--- src/rtl/lc3_mem_access_unit.sv ---
// LC-3 memory access unit: MAR/MDR, direct and indirect (pointer) transactions, req/ready handshake.
// Optional user-mode access-control check is built only when LC3_MEM_ACV_EN is defined.
module lc3_mem_access_unit #(
  parameter int ADDR_W         = 16,
  parameter int DATA_W         = 16,
  parameter int TIMEOUT_CYCLES = 255
) (
  input  logic              i_clk,
  input  logic              i_rst,
  input  logic              i_start,
  input  logic [ADDR_W-1:0] i_addr,
  input  logic              i_write,
  input  logic              i_indirect,
  input  logic [DATA_W-1:0] i_wdata,
  input  logic              i_priv,
  output logic              o_busy,
  output logic              o_done,
  output logic              o_err,
  output logic              o_acv,
  output logic [ADDR_W-1:0] o_mar,
  output logic [DATA_W-1:0] o_mdr,
  output logic              o_mem_req,
  output logic              o_mem_we,
  output logic [ADDR_W-1:0] o_mem_addr,
  output logic [DATA_W-1:0] o_mem_wdata,
  input  logic              i_mem_ready,
  input  logic [DATA_W-1:0] i_mem_rdata
);

  localparam int CNT_W = (TIMEOUT_CYCLES > 0) ? $clog2(TIMEOUT_CYCLES + 1) : 1;

  typedef enum logic [1:0] {
    IDLE = 2'd0,
    IND  = 2'd1,
    ACC  = 2'd2,
    DONE = 2'd3
  } state_t;

  state_t            state;
  logic [ADDR_W-1:0] mar;
  logic [DATA_W-1:0] mdr;
  logic              we_q;
  logic              err_q;
  logic [CNT_W-1:0]  wait_cnt;

  logic              in_phase;
  logic              phase_blocked;
  logic              timeout_hit;
  logic [ADDR_W-1:0] ptr_addr;

  assign ptr_addr = ADDR_W'(i_mem_rdata);
  assign in_phase = (state == IND) || (state == ACC);

  // The limit cycle itself still accepts ready; only a silent limit cycle times out.
  assign timeout_hit = (TIMEOUT_CYCLES > 0) && !i_mem_ready &&
                       (wait_cnt == CNT_W'(TIMEOUT_CYCLES - 1));

`ifdef LC3_MEM_ACV_EN
  logic priv_q;
  logic acv_q;

  // User mode may only touch 0x3000..0xFDFF; the OS region and device page are off limits.
  function automatic logic user_violation(input logic [ADDR_W-1:0] addr);
    return (addr < ADDR_W'(16'h3000)) || (addr >= ADDR_W'(16'hFE00));
  endfunction

  assign phase_blocked = acv_q;
  assign o_acv         = (state == DONE) && acv_q;
`else
  logic unused_priv;

  assign unused_priv   = i_priv;
  assign phase_blocked = 1'b0;
  assign o_acv         = 1'b0;
`endif

  // NOTE: all state below uses non-blocking assignments so every register
  // samples the pre-edge values; blocking here would create ordering races.
  always_ff @(posedge i_clk) begin
    if (i_rst) begin
      state    <= IDLE;
      mar      <= '0;
      mdr      <= '0;
      we_q     <= 1'b0;
      err_q    <= 1'b0;
      wait_cnt <= '0;
`ifdef LC3_MEM_ACV_EN
      priv_q   <= 1'b0;
      acv_q    <= 1'b0;
`endif
    end else begin
      case (state)
        IDLE: begin
          if (i_start) begin
            mar      <= i_addr;
            if (i_write) mdr <= i_wdata;
            we_q     <= i_write;
            err_q    <= 1'b0;
            wait_cnt <= '0;
`ifdef LC3_MEM_ACV_EN
            priv_q   <= i_priv;
            acv_q    <= !i_priv && user_violation(i_addr);
`endif
            state    <= i_indirect ? IND : ACC;
          end
        end

        IND: begin
          if (phase_blocked) begin
            state <= DONE;
          end else if (i_mem_ready) begin
            mar      <= ptr_addr;
            wait_cnt <= '0;
`ifdef LC3_MEM_ACV_EN
            acv_q    <= !priv_q && user_violation(ptr_addr);
`endif
            state    <= ACC;
          end else if (timeout_hit) begin
            err_q    <= 1'b1;
            wait_cnt <= '0;
            state    <= DONE;
          end else begin
            wait_cnt <= wait_cnt + CNT_W'(1);
          end
        end

        ACC: begin
          if (phase_blocked) begin
            state <= DONE;
          end else if (i_mem_ready) begin
            if (!we_q) mdr <= i_mem_rdata;
            wait_cnt <= '0;
            state    <= DONE;
          end else if (timeout_hit) begin
            err_q    <= 1'b1;
            wait_cnt <= '0;
            state    <= DONE;
          end else begin
            wait_cnt <= wait_cnt + CNT_W'(1);
          end
        end

        DONE: state <= IDLE;

        default: state <= IDLE;
      endcase
    end
  end

  // Outputs are pure decodes of registered state, so they are glitch-free per cycle.
  assign o_busy      = (state != IDLE);
  assign o_done      = (state == DONE);
  assign o_err       = (state == DONE) && err_q;
  assign o_mem_req   = in_phase && !phase_blocked;
  assign o_mem_we    = (state == ACC) && !phase_blocked && we_q;
  assign o_mar       = mar;
  assign o_mdr       = mdr;
  assign o_mem_addr  = mar;
  assign o_mem_wdata = mdr;

endmodule

--- config.mk ---
export PLATFORM = sky130hd
export DESIGN_NAME = lc3_mem_access_unit
export DESIGN_NICKNAME = d
export VERILOG_FILES = /design/src/rtl/lc3_mem_access_unit.sv
export SDC_FILE = /design/constraint.sdc
export NUM_CORES = 1
export LEC_CHECK = 0
export CORE_ASPECT_RATIO = 1.2
export CORE_UTILIZATION = 31
export CTS_BUF_LIST = sky130_fd_sc_hd__clkbuf_16
export DETAILED_ROUTE_END_ITERATION = 7
export GPL_ROUTABILITY_DRIVEN = 0
export SKIP_LAST_GASP = 1
export SLEW_MARGIN = 25
export SYNTH_ARGS = -nofsm -noshare
export SYNTH_HDL_FRONTEND = slang
export SYNTH_SLANG_ARGS = --single-unit
--- constraint.sdc ---
create_clock -name i_clk -period 1.9 [get_ports i_clk]
set_input_delay 0.38 -clock i_clk [delete_from_list [all_inputs] [get_ports i_clk]]
set_output_delay 0.38 -clock i_clk [all_outputs]
set_load 0.01 [all_outputs]
==> summary.md, run 1 <==
| Metric | Value |
|---|---|
| Status | completed |
| HPWL Detailed | 5150 µm |
| Non-Filler Instances | 461 |
| Power per cell area | 1770 nW/µm² |
| Initial antenna violation count | 0 |
| Min cycle time layout | 1840 ps |
| Share of layout cells above drive strength 1 | 17.8% |
| Yosys warning count | 0 |
| Sum Neg Setup Slack | 0 ps |
| Synth top area share | 34.2% |
| Max H-tree Level | 2 |
| Pleak | 1.42 nW |
| Area of all placed cells without fillers | 3870 µm² |
| Routed WL per cell | 14.7 µm |
| Crit path DAT | 1460 ps |
| Worst Hold Class | in -> reg |
| Antenna viol nets, final | 0 |
| Post-Syn Instances | 269 |
| Max clock buf depth | 2 |
| Peak VDD IR | 1.11 mV |
| Syn Area/Cell | 9.59 µm² |
| CTS root buf | clkbuf_16 |
| Synth area leader | dfxtp_1 |
| Tcrit/Tclk final | 96.8% |
| Mapped Area | 2580 µm² |
| Clock-pin slew on the worst setup and hold paths | 60 ps |
| Drt pass-1 iters | 4 |
| Syn nets | 331 |
| Worst setup EP type | primary output |
| First-pass GRT wire length | 10,700 µm |
| Worst Path Max Fanout | 8 |
| Crit path required time | 1520 ps |
| IO buf count | 122 |
| Top cells by area, synth | dfxtp_1, mux2i_1, a211oi_2 |
| GRT Util Overall | 15.9% |
| Total wire length | 6770 µm |
| Top-count cell post-synth | dfxtp_1 |
| Row Count | 36 |
| Async set or reset register ratio after synthesis | 0% |
| Post-synth EDFFs | 0 |
| FILL cells | 748 |
| Yosys reg bits | 44 |
| Worst Skew | 5.94 ps |
| Max_cap viols | 0 |
| Seq/Total Area, Yosys | 34.2% |
| I/O Pins | 125 |
| Core ar. | 8110 µm² |
| Starting DRC count in detailed routing | 66 |
| Hold Fails Final Rpt | 0 |
| Area Growth Syn to Fin | 50.1% |
| Insertion delay to the later sink of the worst-skew pair | 280 ps |
| Startpoint Class | flop |
| Post-synth cell types | 36 |
| Cell Area, Placed | 3720 µm² |
| Synth Flop Type | dfxtp_1 |
| Final Max Slew Viols | 0 |
| Setup-failing EPs final | 0 |
| Die Wd | 85.3 µm |
| Ant. Diodes | 0 |
| Total CTS buffers | 5 |
| Vias in the first global route | 2,104 |
| CTS sink cnt | 44 |
| Synth top cells by count | dfxtp_1, buf_4, nor2_1 |
| Starting Density | 31.8% |
| Placed Cells | 454 |
| Final nets | 428 |
| CTS tree | yes |
| RSZ-0062 raised after global routing | false |
| Post-DR vias/cell | 4.82 |
| Max Fclk | 544 MHz |
| Total die area | 8690 µm² |
| Die Span Y | 102 µm |
| Pin count of the biggest net entering global routing | 33 |
| Vias | 2,221 |
| GRT overflow | 0 |
| Crit path kind | reg -> out |
| Drt drc | 0 |
[what timing repair did]
item | in CTS | in global routing
buffers inserted | 0 | 0
gates resized for setup | 4 | 4
hold buffers | 0 | 0
endpoints found under the setup margin | 3 | 4
[sequential cells by signal, summed over array words and instances, names as in the netlist]
register	cells
we_q	1
wait_cnt	8
o_mar	16
err_q	1
o_mdr	16
state	2
[cell type report]
class | instances | area [µm²] | share of cell area, %
flip-flops and latches | 44 | 883 | 22.8
repair buffers | 138 | 1370 | 35.3
well taps | 95 | 119 | 3.07
multi-input cells | 172 | 1350 | 34.9
inverters | 5 | 18.8 | 0.485
clock buffers | 5 | 125 | 3.23
clock inverters | 2 | 8.76 | 0.226
[routing by layer]
metal	share of wire [%]	vias to the layer above	routed length, µm	GRT usage, %
li1	-	1103	-	-
met1	46	1025	3150	20.5
met2	45	89	3080	26.4
met3	7.0	4	475	4.20
met4	1.0	0	70	4.62
met5	0	-	0	0
[cells by family after synthesis]
| logic type | after synthesis | share of synthesized area (%) |
|---|---|---|
| flip-flops | 44 | 34.2 |
| buffers and inverters | 53 | 14.0 |
| AND/OR/NAND/NOR | 72 | 13.7 |
| multiplexers | 34 | 13.2 |
| XOR/XNOR | 3 | 1.02 |
| other | 1 | 0.145 |
| AO/OA/AOI/OAI | 55 | 20.4 |
| adder cells (fa/ha/maj) | 7 | 3.40 |
[critical path, stage by stage (launching register included)]
cell and delay [ps]:
dfxtp_2 350, inv_2 70, ha_4 190, inv_1 60
clkdlybuf4s50_1 520
[power by group]
| part | total (mW) | internal [mW] | switching [mW] |
|---|---|---|---|
| registers | 1.70 | 1.34 | 0.369 |
| clock network | 0.808 | 0.472 | 0.335 |
| logic | 4.35 | 2.36 | 1.99 |
| total | 6.87 | 4.17 | 2.70 |
[metrics by stage]
| stage | power [mW] | util, % | hold WS, ps | setup slack, ps |
|---|---|---|---|---|
| after floorplan | 4.52 | - | 439 | 221 |
| after global placement | 6.02 | 45.8 | 455 | -55.0 |
| after detailed placement | 6.08 | 45.8 | 466 | -48.2 |
| after CTS | 6.97 | 47.6 | 464 | -50.0 |
| after global routing | 7.36 | 47.7 | 498 | 2.01 |
| final | 6.87 | 47.7 | 470 | 60.9 |
[path summary, 6_finish.rpt]
check	start	slack, ps	end	cells past startpoint
setup / recovery	state[0]$_SDFFE_PP0P_	60	o_busy	4
hold / removal	i_rst	470	wait_cnt[6]$_SDFFE_PP0P_	4
setup reg to reg	state[0]$_SDFFE_PP0P_	190	o_mdr[7]$_SDFFE_PP0P_	8
hold reg to reg	wait_cnt[7]$_SDFFE_PP0P_	470	wait_cnt[7]$_SDFFE_PP0P_	1
[cell usage in the layout (no fill, tap or decap), types with 2 or more instances in the layout]
cell	instances
mux2i_1	33
clkdlybuf4s50_1	118
dfxtp_2	2
a21oi_1	6
o31ai_1	3
a211oi_1	9
buf_12	2
o21ai_0	4
dfxtp_1	42
inv_2	2
a31oi_1	2
nor2b_1	4
inv_1	4
nor2_1	35
nand2_1	7
nand2b_1	4
clkbuf_16	5
and2_1	2
ha_1	6
nand3_1	3
a221oi_1	2
a211oi_2	24
nand4b_1	2
xnor2_1	2
nor3_1	3
dlymetal6s2s_1	2
buf_4	14
nor2_2	10
No activity file was read; power rests on OpenSTA's default activity.
==> inputs of run 2 (changes only) <==
Settings changed: CORE_UTILIZATION 31 to 41, PLACE_DENSITY set to 0.81.
==> run 2 against run 1 <==
Flip-flop and latch count is the same. First-iteration DRC count grew 65%. Critical path depth shrank 2. Power grew 5.6%. Count of clock-buffer cells in the layout is the same. Fmax grew 0.34%. Via count grew 2.1%. Sequential share of layout area shrank 0.38 points. Register-to-register slack lost 100 ps. Sequential power is essentially flat. Clock power grew 5.3%. Cell count shrank 2.4%. Critical endpoint is now o_done. Largest power group unchanged.
==> summary.md, run 2 (synthesized netlist as in run 1, its figures left out) <==
| Metric | Value |
|---|---|
| R2R depth | 8 |
| Insertion delay to the later sink of the worst-skew pair | 290 ps |
| Vias in the first global route | 2,077 |
| CTS tree | yes |
| Share of layout cells above drive strength 1 | 18.5% |
| GRT overflow | 0 |
| Area Growth Syn to Fin | 52.4% |
| Vias | 2,268 |
| Min cycle time layout | 1830 ps |
| Die Wd | 74.4 µm |
| Tcrit/Tclk final | 96.5% |
| Hold WS | 469 ps |
| Final nets | 429 |
| Final Max Slew Viols | 0 |
| Placed Cells | 439 |
| Row Count | 31 |
| Non-Filler Instances | 450 |
| Power per cell area | 1840 nW/µm² |
| Crit path DAT | 1450 ps |
| Most frequent cells in the layout | clkdlybuf4s50_1, dfxtp_1, nor2_1, mux2i_1, a211oi_2 |
| Crit path required time | 1520 ps |
| Drt pass-1 iters | 4 |
| Initial antenna violation count | 0 |
| Clock-pin slew on the worst setup and hold paths | 60 ps |
| Leading cell type in the layout, fill and taps excluded | clkdlybuf4s50_1 |
| CTS sink cnt | 44 |
| GRT Util Overall | 19.7% |
| CTS root buf | clkbuf_16 |
| Max_cap viols | 0 |
| Core ar. | 6050 µm² |
| Pin count of the biggest net entering global routing | 33 |
| Antenna viol nets, final | 0 |
| Max clock buf depth | 2 |
| Crit path kind | reg -> out |
| Peak VDD IR | 0.891 mV |
| Die Span Y | 88.9 µm |
| Routed WL per cell | 15.3 µm |
| Total CTS buffers | 5 |
| Status | completed |
| Starting DRC count in detailed routing | 109 |
| Startpoint Class | flop |
| Setup-failing EPs final | 0 |
| Worst setup EP type | primary output |
| RSZ-0062 raised after global routing | false |
| IO buf count | 122 |
| Post-DR vias/cell | 5.04 |
| Starting Density | 42.6% |
| Max H-tree Level | 2 |
| I/O Pins | 125 |
| Total die area | 6610 µm² |
| Drt drc | 0 |
| Worst Path Max Fanout | 3 |
| Hold Path Depth | 2 |
| Pleak | 1.43 nW |
| Cts hold-fix bufs | 0 |
| First-pass GRT wire length | 9810 µm |
| Worst Skew | 7.70 ps |
| Total wire length | 6890 µm |
| Max Fclk | 546 MHz |
| Ant. Diodes | 0 |
| FILL cells | 504 |
| HPWL Detailed | 5010 µm |
| Tot Pwr | 7.25 mW |
| Hold Fails Final Rpt | 0 |
| Worst Hold Class | reg -> reg |
run 2: path summary, 6_finish.rpt:
| path | slack (ps) | startpoint | end |
|---|---|---|---|
| setup / recovery | 70 | state[1]$_SDFFE_PP0P_ | o_done |
| hold / removal | 470 | we_q$_SDFFE_PP0P_ | we_q$_SDFFE_PP0P_ |
| setup reg to reg | 90 | state[0]$_SDFFE_PP0P_ | o_mdr[6]$_SDFFE_PP0P_ |
| hold reg to reg | 470 | we_q$_SDFFE_PP0P_ | we_q$_SDFFE_PP0P_ |
run 2: per-stage QoR:
| stage | setup TNS (ps) | setup WS (ps) | cell area (µm²) | utilization [%] |
|---|---|---|---|---|
| global route | 0 | 9.82 | 3930 | 65.0 |
| CTS | -98.0 | -98.0 | 3840 | 63.4 |
| floorplan | 0 | 221 | 2580 | - |
| global placement | 0 | 18.1 | 3690 | 60.9 |
| finish | 0 | 67.2 | 3930 | 65.0 |
| detailed placement | -99.6 | -40.6 | 3690 | 60.9 |
run 2: cell type report:
class | instances | area [µm²] | area share, %
timing repair buffer | 139 | 1420 | 36.0
multi-input combinational | 172 | 1360 | 34.7
sequential | 44 | 882 | 22.4
clock buffer | 5 | 125 | 3.18
tap | 82 | 103 | 2.61
clock inverter | 3 | 23.8 | 0.605
inverter | 5 | 18.8 | 0.478
run 2: where the power goes:
| part | internal, mW | switching, mW | total [mW] |
|---|---|---|---|
| logic | 2.57 | 2.14 | 4.71 |
| registers | 1.33 | 0.360 | 1.69 |
| clock network | 0.489 | 0.363 | 0.851 |
| total | 4.39 | 2.86 | 7.25 |
run 2: worst max-delay path: stages (launching register included):
cell	delay (ps)
dfxtp_1	430
ha_1	210
clkdlybuf4s50_1	540
run 2: repair_timing:
action                                  CTS  global route
pin swaps                                 0             1
cloned                                    0             2
resized for setup                         6             8
endpoints found under the setup margin    5            14
setup buffers                             0             1
run 2: routing by layer:
metal  routed length [µm]  vias up  global-route usage [%]
met3                  484       10                    5.01
met4                  146        0                    7.38
met5                    0        -                       0
met2                 3450       83                    34.6
met1                 2810     1065                    22.7
li1                     -     1110                       -
